File: src/rtl/haz_pkg.sv
// Shared types and helpers for the hazard resolver.
//   haz_state_t : resolver FSM state encoding (also exported on the debug port)
//   fwd_sel_w   : width of a forwarding select (0 = regfile, k+1 = stage k)
package haz_pkg;

  typedef enum logic [1:0] {
    NORM   = 2'd0,
    DSTALL = 2'd1,
    SSTALL = 2'd2,
    FLUSH  = 2'd3
  } haz_state_t;

  function automatic int fwd_sel_w(input int stages);
    return (stages < 1) ? 1 : $clog2(stages + 1);
  endfunction

endpackage

File: src/rtl/haz_resolver_param_if.sv
// Bundle between ID / pipeline control and the hazard resolver.
//   master : pipeline side, drives operand/stage/branch/structural info
//   slave  : resolver side, drives stall, flush, forwarding and status
interface haz_resolver_param_if import haz_pkg::*; #(
  parameter int REG_AW      = 5,
  parameter int FWD_STAGES  = 2,
  parameter int FLUSH_DEPTH = 2,
  parameter int STAT_W      = 16
);
  localparam int SEL_W = fwd_sel_w(FWD_STAGES);

  logic [REG_AW-1:0]            id_rs1;
  logic [REG_AW-1:0]            id_rs2;
  logic                         id_rs1_used;
  logic                         id_rs2_used;
  logic [FWD_STAGES*REG_AW-1:0] stg_rd;
  logic [FWD_STAGES-1:0]        stg_wr_en;
  logic [FWD_STAGES-1:0]        stg_is_load;
  logic                         fwd_en;
  logic                         br_valid;
  logic                         br_mispredict;
  logic                         str_req;

  logic                         pc_freeze;
  logic                         if_id_hold;
  logic                         id_ex_bubble;
  logic [FLUSH_DEPTH-1:0]       flush;
  logic [SEL_W-1:0]             fwd_sel_rs1;
  logic [SEL_W-1:0]             fwd_sel_rs2;
  logic                         resolved;
  logic                         str_timeout;
  logic [STAT_W-1:0]            stall_cycles;
  logic [1:0]                   state;

  modport master (
    output id_rs1, id_rs2, id_rs1_used, id_rs2_used, stg_rd, stg_wr_en,
           stg_is_load, fwd_en, br_valid, br_mispredict, str_req,
    input  pc_freeze, if_id_hold, id_ex_bubble, flush, fwd_sel_rs1,
           fwd_sel_rs2, resolved, str_timeout, stall_cycles, state
  );

  modport slave (
    input  id_rs1, id_rs2, id_rs1_used, id_rs2_used, stg_rd, stg_wr_en,
           stg_is_load, fwd_en, br_valid, br_mispredict, str_req,
    output pc_freeze, if_id_hold, id_ex_bubble, flush, fwd_sel_rs1,
           fwd_sel_rs2, resolved, str_timeout, stall_cycles, state
  );

endinterface

File: src/rtl/haz_fwd_match.sv
// Per-operand register-address compare against downstream stages plus a
// priority encoder that picks the nearest matching stage.
//   rs, used         : source register and its valid
//   stg_rd/stg_wr_en : packed destinations / write enables, stage 0 nearest
//   match            : per-stage match vector
//   sel              : 0 = no match, k+1 = lowest matching stage k
module haz_fwd_match #(
  parameter int REG_AW     = 5,
  parameter int FWD_STAGES = 2,
  parameter int SEL_W      = 2
) (
  input  logic [REG_AW-1:0]            rs,
  input  logic                         used,
  input  logic [FWD_STAGES*REG_AW-1:0] stg_rd,
  input  logic [FWD_STAGES-1:0]        stg_wr_en,
  output logic [FWD_STAGES-1:0]        match,
  output logic [SEL_W-1:0]             sel
);

  // x0 is hardwired zero, so a write to it never produces a hazard.
  always_comb begin
    match = '0;
    for (int k = 0; k < FWD_STAGES; k++) begin
      match[k] = used && stg_wr_en[k] &&
                 (stg_rd[k*REG_AW +: REG_AW] != '0) &&
                 (stg_rd[k*REG_AW +: REG_AW] == rs);
    end
  end

  // Walk from the farthest stage down so the nearest (youngest) value wins.
  always_comb begin
    sel = '0;
    for (int k = FWD_STAGES - 1; k >= 0; k--) begin
      if (match[k]) sel = SEL_W'(k + 1);
    end
  end

endmodule

File: src/rtl/haz_resolver_param.sv
// Hazard resolver between ID and the pipeline control registers.
// Ports: clk, rst (sync, active-high), bus (haz_resolver_param_if.slave).
//
// state  | meaning
// NORM   | no action pending; hazards evaluated fresh each cycle
// DSTALL | data stall: load-use countdown or wait-for-writeback (nf mode)
// SSTALL | structural stall, timeout counter running
// FLUSH  | one-cycle front-end flush after a mispredict
module haz_resolver_param import haz_pkg::*; #(
  parameter int REG_AW      = 5,
  parameter int FWD_STAGES  = 2,
  parameter int LOAD_LAT    = 1,
  parameter int FLUSH_DEPTH = 2,
  parameter int STO_W       = 4,
  parameter int STAT_W      = 16
) (
  input  logic clk,
  input  logic rst,
  haz_resolver_param_if.slave bus
);

  localparam int SEL_W = fwd_sel_w(FWD_STAGES);
  localparam int CNT_W = (LOAD_LAT > 1) ? $clog2(LOAD_LAT) + 1 : 1;
  // Last count before the counter would hit all-ones.
  localparam logic [STO_W-1:0] STO_LAST = STO_W'((1 << STO_W) - 2);

  logic [FWD_STAGES-1:0] m_rs1, m_rs2;
  logic [SEL_W-1:0]      sel_rs1, sel_rs2;

  haz_fwd_match #(.REG_AW(REG_AW), .FWD_STAGES(FWD_STAGES), .SEL_W(SEL_W)) u_match_rs1 (
    .rs(bus.id_rs1), .used(bus.id_rs1_used), .stg_rd(bus.stg_rd),
    .stg_wr_en(bus.stg_wr_en), .match(m_rs1), .sel(sel_rs1)
  );

  haz_fwd_match #(.REG_AW(REG_AW), .FWD_STAGES(FWD_STAGES), .SEL_W(SEL_W)) u_match_rs2 (
    .rs(bus.id_rs2), .used(bus.id_rs2_used), .stg_rd(bus.stg_rd),
    .stg_wr_en(bus.stg_wr_en), .match(m_rs2), .sel(sel_rs2)
  );

  // Only the EX stage load flag matters; deeper stages already have data.
  logic unused_is_load;
  assign unused_is_load = ^bus.stg_is_load;

  logic mis, lu, nf;
  assign mis = bus.br_valid && bus.br_mispredict;
  assign lu  = bus.fwd_en && bus.stg_is_load[0] && (m_rs1[0] || m_rs2[0]);
  assign nf  = !bus.fwd_en && ((|m_rs1) || (|m_rs2));

  haz_state_t        state_q, state_d;
  logic [CNT_W-1:0]  cnt_q, cnt_d;
  logic              nf_mode_q, nf_mode_d;
  logic [STO_W-1:0]  sto_cnt_q, sto_cnt_d;
  logic              str_timeout_q;
  logic [STAT_W-1:0] stall_cycles_q;
  logic              timeout_set, stall, resolved, eval_norm;

  always_comb begin
    state_d     = state_q;
    cnt_d       = cnt_q;
    nf_mode_d   = nf_mode_q;
    sto_cnt_d   = sto_cnt_q;
    timeout_set = 1'b0;
    stall       = 1'b0;
    resolved    = 1'b0;
    eval_norm   = 1'b0;

    if (mis) begin
      state_d = FLUSH;
      cnt_d   = '0;
    end else begin
      unique case (state_q)
        NORM: eval_norm = 1'b1;
        DSTALL: begin
          if (bus.str_req) begin
            stall     = 1'b1;
            state_d   = SSTALL;
            sto_cnt_d = STO_W'(1);
          end else if (nf_mode_q) begin
            if (nf) begin
              stall = 1'b1;
            end else begin
              resolved = 1'b1;
              state_d  = NORM;
            end
          end else begin
            stall = 1'b1;
            if (cnt_q <= CNT_W'(1)) begin
              cnt_d   = '0;
              state_d = NORM;
            end else begin
              cnt_d = cnt_q - CNT_W'(1);
            end
          end
        end
        SSTALL: begin
          if (bus.str_req) begin
            stall     = 1'b1;
            sto_cnt_d = sto_cnt_q + STO_W'(1);
            if (sto_cnt_q == STO_LAST) begin
              timeout_set = 1'b1;
              state_d     = NORM;
            end
          end else begin
            // Resource freed: this cycle behaves exactly like NORM.
            eval_norm = 1'b1;
          end
        end
        FLUSH: state_d = NORM;
        default: state_d = NORM;
      endcase
    end

    if (eval_norm) begin
      state_d = NORM;
      if (bus.str_req) begin
        stall     = 1'b1;
        state_d   = SSTALL;
        sto_cnt_d = STO_W'(1);
      end else if (lu) begin
        stall     = 1'b1;
        nf_mode_d = 1'b0;
        cnt_d     = CNT_W'(LOAD_LAT - 1);
        state_d   = (LOAD_LAT > 1) ? DSTALL : NORM;
      end else if (nf) begin
        stall     = 1'b1;
        nf_mode_d = 1'b1;
        state_d   = DSTALL;
      end else begin
        resolved = 1'b1;
      end
    end

    // Outputs idle while reset is held so nothing leaks into the pipeline.
    if (rst) begin
      stall    = 1'b0;
      resolved = 1'b1;
    end
  end

  always_ff @(posedge clk) begin
    if (rst) begin
      state_q        <= NORM;
      cnt_q          <= '0;
      nf_mode_q      <= 1'b0;
      sto_cnt_q      <= '0;
      str_timeout_q  <= 1'b0;
      stall_cycles_q <= '0;
    end else begin
      state_q   <= state_d;
      cnt_q     <= cnt_d;
      nf_mode_q <= nf_mode_d;
      sto_cnt_q <= sto_cnt_d;
      if (timeout_set) str_timeout_q <= 1'b1;
      if (stall && (stall_cycles_q != '1)) stall_cycles_q <= stall_cycles_q + STAT_W'(1);
    end
  end

  assign bus.pc_freeze    = stall;
  assign bus.if_id_hold   = stall;
  assign bus.id_ex_bubble = stall;
  assign bus.flush        = ((state_q == FLUSH) && !rst) ? '1 : '0;
  assign bus.fwd_sel_rs1  = bus.fwd_en ? sel_rs1 : '0;
  assign bus.fwd_sel_rs2  = bus.fwd_en ? sel_rs2 : '0;
  assign bus.resolved     = resolved;
  assign bus.str_timeout  = str_timeout_q;
  assign bus.stall_cycles = stall_cycles_q;
  assign bus.state        = state_q;

endmodule

File: src/flat_wrapper.sv
// flat-port wrapper written by rule: the top's interface ports become plain ports
module haz_resolver_param_flat import haz_pkg::*;
#(
  parameter int REG_AW      = 5,
  parameter int FWD_STAGES  = 2,
  parameter int LOAD_LAT    = 1,
  parameter int FLUSH_DEPTH = 2,
  parameter int STO_W       = 4,
  parameter int STAT_W      = 16
)
  (clk, rst, bus_id_rs1, bus_id_rs2, bus_id_rs1_used, bus_id_rs2_used, bus_stg_rd, bus_stg_wr_en, bus_stg_is_load, bus_fwd_en, bus_br_valid, bus_br_mispredict, bus_str_req, bus_pc_freeze, bus_if_id_hold, bus_id_ex_bubble, bus_flush, bus_fwd_sel_rs1, bus_fwd_sel_rs2, bus_resolved, bus_str_timeout, bus_stall_cycles, bus_state);
  haz_resolver_param_if #(.REG_AW(REG_AW), .FWD_STAGES(FWD_STAGES), .FLUSH_DEPTH(FLUSH_DEPTH), .STAT_W(STAT_W)) bus_i ();
  input  logic clk;
  input  logic rst;
  input wire logic [$bits(bus_i.id_rs1)-1:0] bus_id_rs1;
  input wire logic [$bits(bus_i.id_rs2)-1:0] bus_id_rs2;
  input wire logic [$bits(bus_i.id_rs1_used)-1:0] bus_id_rs1_used;
  input wire logic [$bits(bus_i.id_rs2_used)-1:0] bus_id_rs2_used;
  input wire logic [$bits(bus_i.stg_rd)-1:0] bus_stg_rd;
  input wire logic [$bits(bus_i.stg_wr_en)-1:0] bus_stg_wr_en;
  input wire logic [$bits(bus_i.stg_is_load)-1:0] bus_stg_is_load;
  input wire logic [$bits(bus_i.fwd_en)-1:0] bus_fwd_en;
  input wire logic [$bits(bus_i.br_valid)-1:0] bus_br_valid;
  input wire logic [$bits(bus_i.br_mispredict)-1:0] bus_br_mispredict;
  input wire logic [$bits(bus_i.str_req)-1:0] bus_str_req;
  output wire logic [$bits(bus_i.pc_freeze)-1:0] bus_pc_freeze;
  output wire logic [$bits(bus_i.if_id_hold)-1:0] bus_if_id_hold;
  output wire logic [$bits(bus_i.id_ex_bubble)-1:0] bus_id_ex_bubble;
  output wire logic [$bits(bus_i.flush)-1:0] bus_flush;
  output wire logic [$bits(bus_i.fwd_sel_rs1)-1:0] bus_fwd_sel_rs1;
  output wire logic [$bits(bus_i.fwd_sel_rs2)-1:0] bus_fwd_sel_rs2;
  output wire logic [$bits(bus_i.resolved)-1:0] bus_resolved;
  output wire logic [$bits(bus_i.str_timeout)-1:0] bus_str_timeout;
  output wire logic [$bits(bus_i.stall_cycles)-1:0] bus_stall_cycles;
  output wire logic [$bits(bus_i.state)-1:0] bus_state;
  assign bus_i.id_rs1 = bus_id_rs1;
  assign bus_i.id_rs2 = bus_id_rs2;
  assign bus_i.id_rs1_used = bus_id_rs1_used;
  assign bus_i.id_rs2_used = bus_id_rs2_used;
  assign bus_i.stg_rd = bus_stg_rd;
  assign bus_i.stg_wr_en = bus_stg_wr_en;
  assign bus_i.stg_is_load = bus_stg_is_load;
  assign bus_i.fwd_en = bus_fwd_en;
  assign bus_i.br_valid = bus_br_valid;
  assign bus_i.br_mispredict = bus_br_mispredict;
  assign bus_i.str_req = bus_str_req;
  assign bus_pc_freeze = bus_i.pc_freeze;
  assign bus_if_id_hold = bus_i.if_id_hold;
  assign bus_id_ex_bubble = bus_i.id_ex_bubble;
  assign bus_flush = bus_i.flush;
  assign bus_fwd_sel_rs1 = bus_i.fwd_sel_rs1;
  assign bus_fwd_sel_rs2 = bus_i.fwd_sel_rs2;
  assign bus_resolved = bus_i.resolved;
  assign bus_str_timeout = bus_i.str_timeout;
  assign bus_stall_cycles = bus_i.stall_cycles;
  assign bus_state = bus_i.state;
  haz_resolver_param #(.REG_AW(REG_AW), .FWD_STAGES(FWD_STAGES), .LOAD_LAT(LOAD_LAT), .FLUSH_DEPTH(FLUSH_DEPTH), .STO_W(STO_W), .STAT_W(STAT_W)) u_core (.clk(clk), .rst(rst), .bus(bus_i));
endmodule
File: config.mk
export PLATFORM = sky130hd
export DESIGN_NAME = haz_resolver_param_flat
export DESIGN_NICKNAME = d
export VERILOG_FILES = /design/src/rtl/haz_pkg.sv /design/src/rtl/haz_resolver_param_if.sv /design/src/rtl/haz_fwd_match.sv /design/src/rtl/haz_resolver_param.sv /design/src/flat_wrapper.sv
export SDC_FILE = /design/constraint.sdc
export NUM_CORES = 1
export LEC_CHECK = 0
export ABC_AREA = 1
export CAP_MARGIN = 20
export CELL_PAD_IN_SITES_DETAIL_PLACEMENT = 1
export CELL_PAD_IN_SITES_GLOBAL_PLACEMENT = 1
export CORE_ASPECT_RATIO = 1.5
export CORE_UTILIZATION = 35
export DETAILED_ROUTE_END_ITERATION = 6
export HOLD_SLACK_MARGIN = 0.05
export PLACE_DENSITY_LB_ADDON = 0.08
export REMOVE_ABC_BUFFERS = 1
export SETUP_SLACK_MARGIN = 0.02
export SKIP_CTS_REPAIR_TIMING = 1
export SLEW_MARGIN = 20
export SYNTH_ARGS = -nofsm -noshare
export SYNTH_HDL_FRONTEND = slang
export SYNTH_SLANG_ARGS = --single-unit
File: constraint.sdc
create_clock -name clk -period 5.4 [get_ports clk]
set_input_delay 1.08 -clock clk [delete_from_list [all_inputs] [get_ports clk]]
set_output_delay 1.08 -clock clk [all_outputs]
set_load 0.01 [all_outputs]
# [Word level (Yosys, flattened, before mapping)]
# Cells that the tools add are included.
[totals] ff_bits=25 in_bits=32 out_inout_bits=29 word_cells=118
[classes] add_sub_neg=3 order_cmp=1 eq_ne=13 n_mux=63 n_bitwise=1 n_reduce_logical=31
[ops] operator="2-to-1 mux 1 bit" count=37
[ops] operator="2-to-1 mux 2 bit" count=17
[ops] operator="equality test 5 bit" count=4
[ops] operator="2-to-1 mux 4 bit" count=5
[ops] operator="logical AND 1 bit" count=18
[ops] operator="adder 16 x 1 -> 16 bit, second input constant" count=1
[ops] operator="inequality test 16 bit, second input constant" count=1
[ops] operator="nonzero test 5 bit" count=3
[ops] operator="one-hot mux 4 bit (2 select lines)" count=1
[ops] operator="inequality test 6 x 2 -> 1 bit, second input constant" count=1
[ops] operator="inequality test 6 x 5 -> 1 bit, second input constant" count=1
[ops] operator="one-hot mux 2 bit (3 select lines)" count=1
[ops] operator="AND reduction 5 bit" count=1
[ops] operator="adder 4 x 1 -> 4 bit, second input constant" count=1
[ops] operator="equality test 2 bit, second input constant" count=2
[ops] operator="equality test 4 bit, second input constant" count=1
[ops] operator="inequality test 4 x 1 -> 1 bit, second input constant" count=1
[ops] operator="inequality test 4 x 2 -> 1 bit, second input constant" count=1
[ops] operator="one-hot mux 1 bit (2 select lines)" count=2
[ops] operator="OR reduction 2 bit" count=2
[ops] operator="AND reduction 3 bit" count=1
[ops] operator="equality test 2 x 1 -> 1 bit, second input constant" count=1
[ops] operator="logical NOT 1 bit" count=2
[ops] operator="logical NOT 2 bit" count=1
[ops] operator="5 further kinds" count=6

# [Logic depth before layout (Yosys ltp)]
[logic_depth] ltp_word=17 ltp_mapped=16 depth_no_buf=16

# [Hierarchy]
# Synthesis repeated with hierarchy kept, for this count alone.
[hier_totals] cells_unflattened=357 area_unflattened_um2=2175.8
[modules_own_cells] mod="haz_resolver_param" n_inst=1 cells_per_inst=251 area_per_inst_um2=1707.9 seq_area_each_um2=480.5
[modules_own_cells] mod="haz_fwd_match" n_inst=2 cells_per_inst=53 area_per_inst_um2=234.0 seq_area_each_um2=0.0

# [Worst setup path before layout]
# Ideal clock, no wire load.
[synth_path] path_kind="input port to output port" start="in bus_id_rs2[2]" end="out bus_if_id_hold" arrival_ps=2258 required_ps=4320 path_slack_ps=2062 stages=15 n_path_buf=1 cell_sequence="inv_1 -> nand2_1 -> nand2_1 -> nor2_1 -> nand2_1 -> nor2_1 -> nor2_2 -> nand2_2 -> nand2_2 -> nand2_1 -> nand2_2 -> nand3_4 -> nand2_1 -> inv_1 -> buf_4"
[synth_via] elab_chain_len=15 elab_cells_between_ends=19 cone_classes="2 x eq/ne; 10 x mux; 7 x reduce/logical"
[synth_rtl] item="start, declared" line_no="flat_wrapper.sv:16" rtl="input wire logic [$bits(bus_i.id_rs2)-1:0] bus_id_rs2;"
[synth_rtl] item="equality test 5 bit" line_no="haz_fwd_match.sv:26" rtl="(stg_rd[k*REG_AW +: REG_AW] == rs);"
[synth_rtl] item="logical AND 1 bit" line_no="haz_fwd_match.sv:25" rtl="(stg_rd[k*REG_AW +: REG_AW] != '0) &&"
[synth_rtl] item="OR reduction 2 bit" line_no="haz_resolver_param.sv:47" rtl="assign nf = !bus.fwd_en && ((|m_rs1) || (|m_rs2));"
[synth_rtl] item="logical OR 1 bit" line_no="haz_resolver_param.sv:47"
[synth_rtl] item="logical AND 1 bit" line_no="haz_resolver_param.sv:47"
[synth_rtl] item="2-to-1 mux 1 bit" line_no="haz_resolver_param.sv:79" rtl="if (nf) begin"
[synth_rtl] item="2-to-1 mux 1 bit" line_no="haz_resolver_param.sv:78" rtl="end else if (nf_mode_q) begin"
[synth_rtl] item="2-to-1 mux 1 bit" line_no="haz_resolver_param.sv:74" rtl="if (bus.str_req) begin"
[synth_rtl] item="one-hot mux 1 bit (2 select lines)" line_no="haz_resolver_param.sv:71" rtl="unique case (state_q)"
[synth_rtl] item="2-to-1 mux 1 bit" line_no="haz_resolver_param.sv:67" rtl="if (mis) begin"
[synth_rtl] item="2-to-1 mux 1 bit" line_no="haz_resolver_param.sv:124" rtl="end else if (nf) begin"
[synth_rtl] item="2-to-1 mux 1 bit" line_no="haz_resolver_param.sv:119" rtl="end else if (lu) begin"
[synth_rtl] item="2-to-1 mux 1 bit" line_no="haz_resolver_param.sv:115" rtl="if (bus.str_req) begin"
[synth_rtl] item="2-to-1 mux 1 bit (*)" line_no="haz_resolver_param.sv:113" rtl="if (eval_norm) begin"
[synth_rtl] item="2-to-1 mux 1 bit (*)" line_no="haz_resolver_param.sv:134" rtl="if (rst) begin"
[synth_rtl] item="end, declared" line_no="flat_wrapper.sv:27" rtl="output wire logic [$bits(bus_i.if_id_hold)-1:0] bus_if_id_hold;"
# Every way passes the cells marked *; elsewhere a longest branch is shown, timed or not.

# [Worst setup path after layout]
[layout_path] start="in bus_stg_rd[0]" end="out bus_if_id_hold"
[layout_via] elab_chain_len=16 elab_cells_between_ends=23 cone_classes="2 x eq/ne; 10 x mux; 11 x reduce/logical"
[layout_rtl] item="start, declared" line_no="flat_wrapper.sv:19" rtl="input wire logic [$bits(bus_i.stg_rd)-1:0] bus_stg_rd;"
[layout_rtl] item="nonzero test 5 bit" line_no="haz_fwd_match.sv:25"
[layout_rtl] item="logical AND 1 bit" line_no="haz_fwd_match.sv:24" rtl="match[k] = used && stg_wr_en[k] &&"
[layout_rtl] item="logical AND 1 bit" line_no="haz_fwd_match.sv:25"
[layout_rtl] item="OR reduction 2 bit" line_no="haz_resolver_param.sv:47"
[layout_rtl] item="logical OR 1 bit" line_no="haz_resolver_param.sv:47"
[layout_rtl] item="logical AND 1 bit" line_no="haz_resolver_param.sv:47"
[layout_rtl] item="2-to-1 mux 1 bit" line_no="haz_resolver_param.sv:79"
[layout_rtl] item="2-to-1 mux 1 bit" line_no="haz_resolver_param.sv:78"
[layout_rtl] item="2-to-1 mux 1 bit" line_no="haz_resolver_param.sv:74"
[layout_rtl] item="one-hot mux 1 bit (2 select lines)" line_no="haz_resolver_param.sv:71"
[layout_rtl] item="2-to-1 mux 1 bit" line_no="haz_resolver_param.sv:67"
[layout_rtl] item="2-to-1 mux 1 bit" line_no="haz_resolver_param.sv:124"
[layout_rtl] item="2-to-1 mux 1 bit" line_no="haz_resolver_param.sv:119"
[layout_rtl] item="2-to-1 mux 1 bit" line_no="haz_resolver_param.sv:115"
[layout_rtl] item="2-to-1 mux 1 bit (*)" line_no="haz_resolver_param.sv:113"
[layout_rtl] item="2-to-1 mux 1 bit (*)" line_no="haz_resolver_param.sv:134"
# Marks and branches as above.

==> summary.md <==
| Metric | Value |
|---|---|
| Status | `finished, final reports clean` |
| HPWL Detailed | `5600 um` |
| Via density per instance | `approximately 5.2` |
| Synth cell types | `30` |
| Relative slew slack | `0.436` |
| Slowest cell on the critical path | `clkdlybuf4s50_1` |
| CP bufs+invs | `4` |
| Vias | `2573` |
| Finished Core Util | `0.487` |
| CP Class | `in -> out` |
| LEAKAGE | `between 0.001 and 0.0015 uW` |
| Final hold vios | `0` |
| Count of input and output buffers | `59` |
| Area overhead of the layout relative to synthesis | `31.9%` |
| Post-synthesis sequential area ratio | `0.222` |
| Die height | `98.3 um` |
| Ranking of synthesized cells by area | `dfxtp_1 (22%), nand2_1 (20%), nor2_1 (8.5%), inv_1 (8.1%), nand4_1 (6.9%)` |
| Crit end category | `output pin` |
| Share of post-route cells with drive strength above 1 | `0.0524` |
| Synth Instances | `roughly 370` |
| Post-synth EDFFs | `0` |
| P per Cell Area | `174 nW/um^2` |
| Peak VDD IR | `0.130 mV` |
| Hold crit path type | `reg -> reg` |
| Final setup viols | `0` |
| Most frequent cells after synthesis | `nand2_1 (113), nor2_1 (49), inv_1 (47), dfxtp_1 (24), nand4_1 (24)` |
| Clock transition at path regs | `0.10 ns` |
| Post-route minimum period | `4.62 ns` |
| Crit-path max FO | `17` |
| Routed length on met3 | `around 140 um` |
| Vias in the first global route | `between 2000 and 3000` |
| Post-route ant nets | `0` |
| Period utilization | `0.856` |
| Cell Rows | `34` |
| Most frequent CP cell | `nand2_1` |
| RSZ-0062 raised after global routing | `false` |
| CTS Buffer Depth | `2` |
| Cells along the critical path | `clkdlybuf4s50_1 -> inv_1 -> nand2_1 -> nand2_1 -> nor2_1 -> nand2_1 -> nor2_1 -> nor2_2 -> nand2_2 -> nand2_2 -> nand2_1 -> nand2_2 -> nand3_4 -> nand2_1 -> inv_1 -> clkdlybuf4s50_1` |
| Highest routed layer | `met4` |
| Core Area | `5870 um^2` |
| CP arrival | `3.54 ns` |
| Setup TNS | `0 ns` |
| Met2 routed WL | `3830 um` |
| Share of the synthesized area in the top cell type | `0.222` |
| Main flop type after synthesis | `dfxtp_1` |
| Syn Area/Cell | `5.93 um^2` |
| Antenna violations before repair | `0` |
| Die ar. | `6510 um^2` |
| Crit path largest cell delay | `0.55 ns` |
| Top Family by Delay on Critical Path | `buffers and inverters` |
| Total gr overflow | `0` |
| CTS sink count | `24` |
| # IOs | `61` |
| Final RePlAce weighted congestion | `0.830` |
| CTS tree | `done` |
| CTS buffer count | `3` |
| Netlist Area Pre-Place | `2170 um^2` |
| Drt pass-1 iters | `4` |
| Max Slew Vio Count | `0` |
| Gr usage total | `0.223` |
| Async SR Flop Fraction | `0` |
| Worst skew pair latency | `around 0.27 ns` |
| First-pass GRT wire length | `11500 um` |
| Post-synth top area cell | `dfxtp_1` |
| Slew @ Worst Pin | `about 0.84 ns` |
| # diodes | `0` |
| Max-cap violations | `0` |
| Flops & latches, synth | `24` |
| Wire per inst | `between 10 and 15 um` |
| Setup crit start kind | `input port` |
| Yosys warning total | `0` |
| H-Tree Depth | `1` |
| 1st-iter DRT viols | `53` |
| Clock Root Buffer | `clkbuf_8` |
| Initial Utilization | `0.369` |
| Metal-1 WL | `2660 um` |
| Worst Path Required | `around 4.3 ns` |
| Max frequency | `approximately 220 MHz` |
| Nets | `462` |
| Final wirelength | `6860 um` |
| Largest net degree at the start of global routing | `21` |
| Drt drc | `0` |
| DIE WIDTH | `66.2 um` |
| Fin Clk Skew | `about 0.0075 ns` |
| Most common cell in the netlist | `nand2_1` |
## cell type report
type	instances	area (um^2)
multi-input cells	280	1420
inverters	51	191
fillers	838	3010
clock inverters	1	30.0
repair buffers	61	606
flip-flops and latches	24	480
clock buffers	3	41.3
well taps	72	90.1
## logic make-up (layout without fill, tap and decap cells)
kind of cell	count (synthesis)	count (layout)	synth area share
AO/OA/AOI/OAI	34	34	0.0895
buffers and inverters	61	116	0.123
adder cells (fa/ha/maj)	9	9	0.0520
flip-flops	24	24	0.222
AND/OR/NAND/NOR	224	224	0.461
XOR/XNOR	13	13	0.0526
## layer usage
| layer | GRT usage | up-vias |
|---|---|---|
| met5 | 0 | - |
| met4 | 0.0998 | 0 |
| met3 | 0.0222 | 21 |
| met2 | 0.442 | 52 |
| met1 | 0.219 | 1222 |
| li1 | - | 1278 |
## through the flow
step / worst slack [ns] / total power, uW / hold WS [ns] / area [um^2] / cells
final: 0.777 / 496 / 0.507 / 2860 / 492
after global placement: 0.791 / 334 / 0.471 / 2790 / 488
after CTS: 0.742 / 502 / 0.502 / 2860 / 492
after global routing: 0.543 / 525 / 0.529 / 2860 / 492
after detailed placement: 0.745 / 338 / 0.480 / 2790 / 488
after floorplan: 2.06 / 268 / 0.448 / 2090 / 355
## power breakdown
group / internal [uW] / switching [uW] / total, uW
Clock: 99.2 / 64.4 / 164
Sequential: 181 / 5.90 / 187
Combinational: 59.4 / 86.3 / 146
Total: 340 / 157 / 496
## path summary, 6_finish.rpt
| check | from | to | slack (ns) | cells past startpoint |
|---|---|---|---|---|
| worst min register to register | u_core.sto_cnt_q[3] | u_core.sto_cnt_q[3] | 0.51 | 1 |
| worst min-delay path | u_core.sto_cnt_q[3] | u_core.sto_cnt_q[3] | 0.51 | 1 |
| worst max-delay path | bus_stg_rd[0] | bus_if_id_hold | 0.78 | 16 |
| worst max register to register | u_core.bus.stall_cycles[0] | u_core.bus.stall_cycles[6] | 2.61 | 9 |
## sequential cells by signal (all words and copies together), names as in the netlist, named ones only
register                 cells
u_core.sto_cnt_q             3
u_core.nf_mode_q             1
u_core.bus.str_timeout       1
u_core.bus.state             2
u_core.bus.stall_cycles     16
## cell usage in the layout (no fill, tap or decap), types with 2 or more instances in the layout
master           count
clkbuf_8             3
nand2_2              4
ha_1                 9
nand2_1            113
a211oi_1             4
nor2_2               6
a31oi_1              2
clkdlybuf4s50_1     59
o21ai_0              5
nor2_1              49
nor3_1               5
xor2_1               6
xnor2_1              7
a21oi_1             20
nor4_1               3
buf_4                2
inv_1               47
inv_2                3
nand4_1             24
nand3_4              2
dfxtp_1             24
nand3_1             15
Power figures use the tool's default switching activity.
